$ cat src/rtl/homomorphic_pkg.sv
// Shared definitions for the homomorphic decrypt datapath.
// Holds the default widths, the ciphertext-stream length derivation and the
// decrypt FSM state encoding. Contains no ports.
package homomorphic_pkg;

  localparam int unsigned DefPlaintextWidth  = 6;
  localparam int unsigned DefCiphertextWidth = 10;
  localparam int unsigned DefDimension       = 1;

  // A degree-2 product of two degree-D ciphertexts has 2*D+1 entries.
  function automatic int unsigned num_entries(input int unsigned dimension);
    return 2 * dimension + 1;
  endfunction

  typedef enum logic [1:0] {
    StIdle,
    StAccum,
    StScale,
    StDone
  } state_e;

endpackage

$ cat src/rtl/mod_mul_pow2.sv
// Modular multiply for a power-of-two modulus: p = (a * b) mod 2^Width.
// Purely combinational.
// Ports:
//   a, b : Width-bit unsigned operands
//   p    : Width-bit product reduced mod 2^Width
module mod_mul_pow2 #(
  parameter int unsigned Width = 10
) (
  input  logic [Width-1:0] a,
  input  logic [Width-1:0] b,
  output logic [Width-1:0] p
);

  // The low Width bits of the full 2*Width-bit product do not depend on the
  // upper operand bits of the extension, so a Width-bit multiply yields exactly
  // the truncated full product.
  assign p = a * b;

endmodule

$ cat src/rtl/homomorphic_decrypt_deg2.sv
// Decrypts a degree-2 product ciphertext streamed one entry per cycle.
// Evaluates acc = sum c_i * s^i mod q, then m = round(t*acc/q) mod t.
// Ports:
//   clk, rst       : clock, asynchronous active-high reset
//   secret         : scalar secret s, latched with entry 0
//   entry_in       : ciphertext entry (valid/ready handshake)
//   entry_valid    : entry_in valid
//   entry_ready    : block accepts an entry this cycle
//   plaintext_out  : decrypted plaintext (valid/ready handshake)
//   out_valid      : plaintext_out valid, held until out_ready
//   out_ready      : downstream accepts plaintext_out
//   entry_count    : entries accepted in the current ciphertext
module homomorphic_decrypt_deg2
  import homomorphic_pkg::*;
#(
  parameter int unsigned PLAINTEXT_WIDTH  = DefPlaintextWidth,
  parameter int unsigned CIPHERTEXT_WIDTH = DefCiphertextWidth,
  parameter int unsigned DIMENSION        = DefDimension,
  localparam int unsigned NumEntries      = num_entries(DIMENSION),
  localparam int unsigned CountWidth      = $clog2(NumEntries + 1)
) (
  input  logic                        clk,
  input  logic                        rst,
  input  logic [CIPHERTEXT_WIDTH-1:0] secret,
  input  logic [CIPHERTEXT_WIDTH-1:0] entry_in,
  input  logic                        entry_valid,
  output logic                        entry_ready,
  output logic [PLAINTEXT_WIDTH-1:0]  plaintext_out,
  output logic                        out_valid,
  input  logic                        out_ready,
  output logic [CountWidth-1:0]       entry_count
);

  localparam int unsigned Cw    = CIPHERTEXT_WIDTH;
  localparam int unsigned Pw    = PLAINTEXT_WIDTH;
  localparam int unsigned Shift = Cw - Pw;
  localparam logic [Cw-1:0] RoundHalf = Cw'(1) << (Shift - 1);
  localparam logic [CountWidth-1:0] LastCount = CountWidth'(NumEntries - 1);

  state_e state_q, state_d;

  logic [Cw-1:0]         acc_q, acc_d;
  logic [Cw-1:0]         pow_q, pow_d;
  logic [Cw-1:0]         s_q, s_d;
  logic [CountWidth-1:0] count_q, count_d;
  logic [Pw-1:0]         pt_q, pt_d;
  logic                  out_valid_q, out_valid_d;

  logic          accept;
  logic [Cw-1:0] term;
  logic [Cw-1:0] pow_next;
  logic [Cw-1:0] round_sum;

  assign accept = entry_valid & entry_ready;

  mod_mul_pow2 #(.Width(Cw)) u_term_mul (
    .a (entry_in),
    .b (pow_q),
    .p (term)
  );

  mod_mul_pow2 #(.Width(Cw)) u_pow_mul (
    .a (pow_q),
    .b (s_q),
    .p (pow_next)
  );

  // The carry out of this add would land above the plaintext field and is
  // dropped by the final mod t, so a Cw-bit sum gives the same result
  // (acc=1016 rounds to plaintext 0).
  assign round_sum = acc_q + RoundHalf;

  // State register
  always_ff @(posedge clk or posedge rst) begin
    if (rst) begin
      state_q <= StIdle;
    end else begin
      state_q <= state_d;
    end
  end

  // Next-state logic
  always_comb begin
    state_d = state_q;
    unique case (state_q)
      StIdle:  if (accept) state_d = (NumEntries == 1) ? StScale : StAccum;
      StAccum: if (accept && count_q == LastCount) state_d = StScale;
      StScale: state_d = StDone;
      StDone:  if (out_valid_q && out_ready) state_d = StIdle;
      default: state_d = StIdle;
    endcase
  end

  // FSM outputs
  always_comb begin
    entry_ready = (state_q == StIdle) || (state_q == StAccum);
  end

  // Datapath next-state
  always_comb begin
    acc_d       = acc_q;
    pow_d       = pow_q;
    s_d         = s_q;
    count_d     = count_q;
    pt_d        = pt_q;
    out_valid_d = out_valid_q;
    unique case (state_q)
      StIdle: begin
        if (accept) begin
          acc_d   = entry_in;
          pow_d   = secret;
          s_d     = secret;
          count_d = CountWidth'(1);
        end
      end
      StAccum: begin
        if (accept) begin
          acc_d   = acc_q + term;
          pow_d   = pow_next;
          count_d = count_q + CountWidth'(1);
        end
      end
      StScale: begin
        pt_d        = round_sum[Shift +: Pw];
        out_valid_d = 1'b1;
      end
      StDone: begin
        if (out_valid_q && out_ready) begin
          out_valid_d = 1'b0;
          count_d     = '0;
          acc_d       = '0;
          pow_d       = Cw'(1);
        end
      end
      default: ;
    endcase
  end

  always_ff @(posedge clk or posedge rst) begin
    if (rst) begin
      acc_q       <= '0;
      pow_q       <= Cw'(1);
      s_q         <= '0;
      count_q     <= '0;
      pt_q        <= '0;
      out_valid_q <= 1'b0;
    end else begin
      acc_q       <= acc_d;
      pow_q       <= pow_d;
      s_q         <= s_d;
      count_q     <= count_d;
      pt_q        <= pt_d;
      out_valid_q <= out_valid_d;
    end
  end

  assign plaintext_out = pt_q;
  assign out_valid     = out_valid_q;
  assign entry_count   = count_q;

endmodule
$ cat config.mk
export PLATFORM = sky130hd
export DESIGN_NAME = homomorphic_decrypt_deg2
export DESIGN_NICKNAME = d
export VERILOG_FILES = /design/src/rtl/homomorphic_pkg.sv /design/src/rtl/mod_mul_pow2.sv /design/src/rtl/homomorphic_decrypt_deg2.sv
export SDC_FILE = /design/constraint.sdc
export NUM_CORES = 1
export LEC_CHECK = 0
export BUFFER_PORTS_ARGS = -buffer_cell sky130_fd_sc_hd__buf_2
export CORE_ASPECT_RATIO = 0.9
export CORE_MARGIN = 2
export CORE_UTILIZATION = 25
export CTS_CLUSTER_DIAMETER = 200
export CTS_CLUSTER_SIZE = 10
export DETAILED_ROUTE_END_ITERATION = 10
export SYNTH_ARGS = -nofsm -noshare
export SYNTH_HDL_FRONTEND = slang
export SYNTH_SLANG_ARGS = --single-unit
$ cat constraint.sdc
create_clock -name clk -period 8.76 [get_ports clk]
set_input_delay 0.876 -clock clk [delete_from_list [all_inputs] [get_ports clk]]
set_output_delay 0.876 -clock clk [all_outputs]
set_load 0.005 [all_outputs]
==> results of run 1 <==
per-layer routing:
metal | routed length, um | GRT usage (%)
met2 | 5610 | 18.8
met5 | 0 | 0
met4 | 40 | 1.66
met1 | 6320 | 18.9
met3 | 677 | 2.12
cells by family (layout without fill, tap and decap cells):
family,Yosys count,after routing
xor+xnor,45,45
flops,41,41
simple gates,169,169
fa+ha+maj,111,111
buf+inv,116,134
mux,12,12
compound gates,84,84
state kept, by name, indices dropped and copies added, names as in the netlist:
| name | count |
|---|---|
| plaintext_out | 6 |
| entry_count | 2 |
| acc_q | 10 |
| s_q | 10 |
| state_q | 2 |
| pow_q | 10 |
| out_valid | 1 |
final timing paths:
path                                      start                      endpoint  cells after the start  slack (ps)
max in group asynchronous                   rst          pow_q[0]$_DFFE_PP1P_                      3        7660
min reg2reg                acc_q[1]$_DFFE_PP0P_          acc_q[1]$_DFFE_PP0P_                      2         500
min                        acc_q[1]$_DFFE_PP0P_          acc_q[1]$_DFFE_PP0P_                      2         500
min in group asynchronous                   rst  plaintext_out[2]$_DFFE_PP0P_                      3         720
max reg2reg                pow_q[1]$_DFFE_PP0P_          acc_q[9]$_DFFE_PP0P_                     14        3710
max                        pow_q[1]$_DFFE_PP0P_          acc_q[9]$_DFFE_PP0P_                     14        3710
cell type report:
class | instances | area [um2] | area share (%)
multi-input cells | 421 | 3620 | 64.3
repair buffers | 35 | 180 | 3.20
well taps | 255 | 319 | 5.66
inverters | 91 | 342 | 6.06
clock buffers | 8 | 146 | 2.60
flip-flops and latches | 41 | 1030 | 18.2
stage by stage:
step                      hold WS (ps)  cell area [um2]  setup WS, ps
after floorplan                    456             5090          3650
after global placement             480             5490          3530
after detailed placement           480             5490          3490
after CTS                          496             5640          3690
after global routing               527             5640          3410
final                              496             5640          3710
tightest hold or removal path: stages, from the launching register on:
cell and delay (ps):
dfrtp_1 340, nand2_1 50, o21ai_0 70
synthesized netlist by cell type (4+ instances only):
master,n,area (um2)
nand2_1,96,360
o21ai_0,23,115
nor2_1,19,71.3
mux2_2,12,135
xnor2_1,34,298
inv_1,91,342
xnor3_1,4,90.1
and2_1,35,219
clkbuf_1,20,75.1
xor2_1,6,52.6
buf_2,4,20.0
fa_1,52,1040
ha_1,59,738
o21ai_1,5,25.0
a21oi_1,31,155
and3_1,10,62.6
dfrtp_1,40,1000
o21a_1,4,30.0
==> key figures, run 1 <==
Synth
  – Number of library cell types mapped by synthesis: 38
  – Synthesized Nets: 713
  – Synth Instances: 578
  – Post-synth ARST share: 100%
  – Post-synthesis mux area share: 2.66%
  – Register area share after synthesis: 20.2%
  – Simple-Gate Fraction of Synth Area: 15.1%
  – Syn avg cell area: 8.80 um2
  – Number of flops mapped to enable cells by yosys: 0
  – YS warnings: 0
  – Adder-Cell Fraction of Synth Area: 35.0%
  – XOR/XNOR share of the synthesized area: 8.97%
  – Synth Area in Compound Gates: 9.47%
  – Area of the mapped netlist: 5090 um2
  – Post-synthesis register bit count: 41
  – Largest family of logic cells by synthesized area: adder cells
  – Post-synth top flop: dfrtp_1

Worst setup path
  – Worst stage delay on the critical path: 880 ps
  – CP Buf/Inv Count: 2
  – Most used cell along the critical path: fa_1
  – Startpoint types: flip-flop
  – Worst endpoint required time: 8920 ps
  – Crit path DAT: 5210 ps
  – Largest fanout on the critical path: 19
  – Slowest CP cell: dfrtp_1
  – Critical Path, Cell by Cell: nand2_1, fa_1, fa_1, inv_1, fa_1, fa_1, inv_1, fa_1, xor2_1, xnor3_1, xnor3_1, xnor3_1, xnor2_1, o22ai_1
  – Setup CP Type: flip-flop to flip-flop
  – Crit end category: flip-flop
  – Worst path top cell family by delay: adder cells

CTS
  – Post-CTS Resized: 0
  – TritonCTS Sinks: 41
  – H-Tree Depth: 2
  – Cts hold-fix bufs: 0
  – CTS Root Cell: clkbuf_16
  – Clock Path Buffers: 2
  – Setup Fix Bufs, Post-CTS: 0
  – Inserted Clock Buffers: 5
  – Clock-pin slew on the worst setup and hold paths: 60 ps
  – Clk_lat worst skew: 280 ps
  – CTS tree: built

Global routing
  – Vias in the first global route: 3847
  – Remaining Overflow, GRT: 0
  – Number of antenna violations at the first check in global routing: 0
  – First-pass GRT wire length: 21100 um
  – GRT Overall Usage: 12.4%
  – Pin count of the biggest net entering global routing: 42

Die
  – Core area: 20000 um2
  – Die ar.: 21500 um2
  – Row cnt: 49
  – Die width: 154 um
  – Initial Util: 25.5%
  – I/O Pins: 34
  – Chip height: 139 um

Place
  – Count of input and output buffers: 33
  – Gpl congestion: 0.798
  – Placed insts: 843
  – Post-DP HPWL: 9700 um

STA
  – Setup TNS: 0 ps
  – Worst-Margin Slew: 825 ps
  – Clk_skew: 5.87 ps
  – Final hold violation count: 0
  – Slew Viols, Final: 0
  – RSZ-0062 raised after global routing: no
  – Slew headroom: 45.0%
  – Final Cycle Share: 57.6%
  – Setup Viol. Count Final: 0
  – Highest clock rate: 0.198 GHz
  – Minimum clock period: 5050 ps

Worst hold path
  – HP Class: flip-flop to flip-flop

Finish
  – Final nets: 730
  – Post-route insts no fill: 851
  – Commonest non-fill, non-tap cells in the layout: nand2_1, inv_1, ha_1
  – Layout cells sized above 1: 9.40%
  – Final core occ: 28.2%
  – Layout area overhead: 10.7%
  – Commonest non-fill, non-tap cell in the layout: nand2_1
  – N_diodes: 0
  – Number of fill cells in the layout: 2179

Drt
  – WL final: 12600 um
  – Detailed-route DRC error count: 0
  – Vias per cell: 4.45
  – WL per Instance: 14.9 um
  – Drt initial violations: 294
  – DR vias: 3790
  – Post-route ant nets: 0
  – First-pass detailed-route iteration total: 4

Run status
  – Status: completed

Flow run
  – Max-cap violations: 0
Power of run 1 is not shown: default switching activity piles up to over one toggle a cycle in this logic, so the estimate is an artifact.
==> run 2, diff against run 1 <==
clock period = 4.35 ns   (was 8.76 ns; I/O delays follow)
==> run 2 against run 1 <==
  * The flow now finishes with violations (negative setup slack)
  * Register-to-register slack got worse by 3800 ps
  * Via count increased by 6.5%
  * Die area unchanged
  * Non-clock buffer count increased by 63
  * Routed wire length increased by 6.9%
  * Critical path depth increased by 2
  * Sequential share of layout area decreased by 2.1 points
==> key figures, run 2 (same netlist as run 1, synthesis figures left out) <==
Run status
  – Status: complete, but fails checks
  – Failing checks: negative setup slack

Drt
  – First-pass detailed-route iteration total: 5 (+1)
  – Vias per cell: 4.42 (-0.82%)
  – Drt initial violations: 250 (-15%)
  – WL final: 13500 um (+6.9%)
  – Post-route ant nets: 0 (unchanged)
  – Detailed-route DRC error count: 0 (unchanged)
  – WL per Instance: 14.8 um (-0.50%)
  – DR vias: 4037 (+6.5%)

CTS
  – Inserted Clock Buffers: 5 (unchanged)
  – CTS tree: built
  – CTS Root Cell: clkbuf_16
  – Clk_lat worst skew: 290 ps (about the same)
  – Cts hold-fix bufs: 0 (unchanged)
  – Clock Path Buffers: 2 (unchanged)
  – Clock-pin slew on the worst setup and hold paths: 60 ps (about the same)
  – H-Tree Depth: 2 (unchanged)
  – TritonCTS Sinks: 41 (unchanged)

Die
  – Chip height: 139 um (unchanged)
  – Die width: 154 um (unchanged)
  – Die ar.: 21500 um2 (unchanged)
  – I/O Pins: 34 (unchanged)
  – Row cnt: 49 (unchanged)
  – Initial Util: 25.5% (unchanged)
  – Core area: 20000 um2 (unchanged)

Place
  – Placed insts: 898 (+6.5%)
  – Count of input and output buffers: 33 (unchanged)
  – Post-DP HPWL: 10600 um (+9.3%)
  – Gpl congestion: 0.889 (+11%)
  – Pre-CTS setup slack: -252 ps (-3750 ps)

Worst setup path
  – Worst R2R Setup Slack: -70 ps (-3780 ps)
  – R2r startpoint: pow_q[2]$_DFFE_PP0P_
  – Setup CP Type: flip-flop to flip-flop
  – Worst endpoint required time: 4510 ps (-4410 ps)
  – Worst r2r dst: acc_q[9]$_DFFE_PP0P_
  – Startpoint types: flip-flop
  – Crit end category: flip-flop
  – Largest fanout on the critical path: 7 (-12)
  – Crit path DAT: 4580 ps (-630 ps)
  – Worst r2r path cells: 16 (+2)

Flow run
  – Max-cap violations: 0 (unchanged)

STA
  – Final setup margin: -67.3 ps (-3780 ps)
  – Highest clock rate: 0.226 GHz (+14%)
  – Slew headroom: 43.0% (-2.0 points)
  – Clk_skew: 9.36 ps (+3.49 ps)
  – Worst-Margin Slew: 852 ps (+27.6 ps)
  – Setup TNS: -79.5 ps (-79.5 ps)
  – Final Cycle Share: 102% (+44 points)
  – Slew Viols, Final: 0 (unchanged)
  – Minimum clock period: 4420 ps (-630 ps)
  – Setup Viol. Count Final: 2 (+2)
  – Final hold violation count: 0 (unchanged)
  – RSZ-0062 raised after global routing: yes

Finish
  – Commonest non-fill, non-tap cells in the layout: nand2_1, inv_1, buf_4
  – N_diodes: 0 (unchanged)
  – Layout cells sized above 1: 26.7% (+17 points)
  – Commonest non-fill, non-tap cell in the layout: nand2_1
  – Largest registers: acc_q (10), pow_q (10), s_q (10)
  – Post-route insts no fill: 914 (+7.4%)
  – Layout area overhead: 26.4%
  – Final nets: 793 (+8.6%)

Worst hold path
  – HP Class: input pin to asynchronous set/reset pin

Global routing
  – Number of antenna violations at the first check in global routing: 0 (unchanged)
  – Vias in the first global route: 4189 (+8.9%)
  – GRT Overall Usage: 13.0% (+0.58 points)
  – First-pass GRT wire length: 22200 um (+5.1%)
  – Remaining Overflow, GRT: 0 (unchanged)
  – Pin count of the biggest net entering global routing: 42 (unchanged)
run 2: cell type report:
type                       instances  area, um2
fill                            2071      13600
multi-input combinational        421       3850
sequential                        41       1040
timing repair buffer              98        714
inverter                          91        342
tap                              255        319
clock buffer                       5        125
clock inverter                     3       43.8
run 2: how the worst max path moves through the flow:
stage | end | slack, ps | depth (start not counted) | startpoint
after floorplan | pow_q[9]$_DFFE_PP0P_ | 10 | 16 | pow_q[0]$_DFFE_PP1P_
after global placement | pow_q[9]$_DFFE_PP0P_ | -200 | 16 | pow_q[2]$_DFFE_PP0P_
after detailed placement | pow_q[9]$_DFFE_PP0P_ | -250 | 14 | pow_q[3]$_DFFE_PP0P_
after CTS | acc_q[9]$_DFFE_PP0P_ | -70 | 15 | pow_q[2]$_DFFE_PP0P_
after global routing | acc_q[9]$_DFFE_PP0P_ | -230 | 21 | pow_q[3]$_DFFE_PP0P_
final | acc_q[9]$_DFFE_PP0P_ | -70 | 16 | pow_q[2]$_DFFE_PP0P_
run 2: per-stage QoR:
stage / util (%) / area, um2 / hold slack, ps
6_report: 32.2 / 6430 / 268
2_1_floorplan: - / 5160 / 456
5_1_grt: 32.2 / 6430 / 320
3_3_place_gp: 29.7 / 5940 / 479
3_5_place_dp: 29.7 / 5940 / 484
4_1_cts: 31.6 / 6310 / 290
run 2: per-layer routing:
metal / GRT usage (%) / vias up / share of wire, %
li1: - / 1985 / -
met1: 19.1 / 1933 / 49
met2: 20.1 / 106 / 44
met3: 2.24 / 13 / 6.2
met4: 2.39 / 0 / 1.1
met5: 0 / - / 0
run 2: critical path: stages (launching register included):
cell and delay (ps):
dfrtp_2 480, buf_12 160, buf_4 130, nand2_4 40
fa_1 430, fa_1 510, inv_2 40, fa_1 480
fa_1 530, inv_2 40, fa_2 340, xor2_2 160
xnor3_1 250, xnor3_1 220, xnor3_1 230, xnor2_1 150
o22ai_1 100
run 2: what timing repair did:
item                       CTS  global route
setup endpoints to repair    8             8
setup buffers                6             2
resized for setup           32            33
pin swaps                   34            29
Power of run 2 is left out for the same reason.
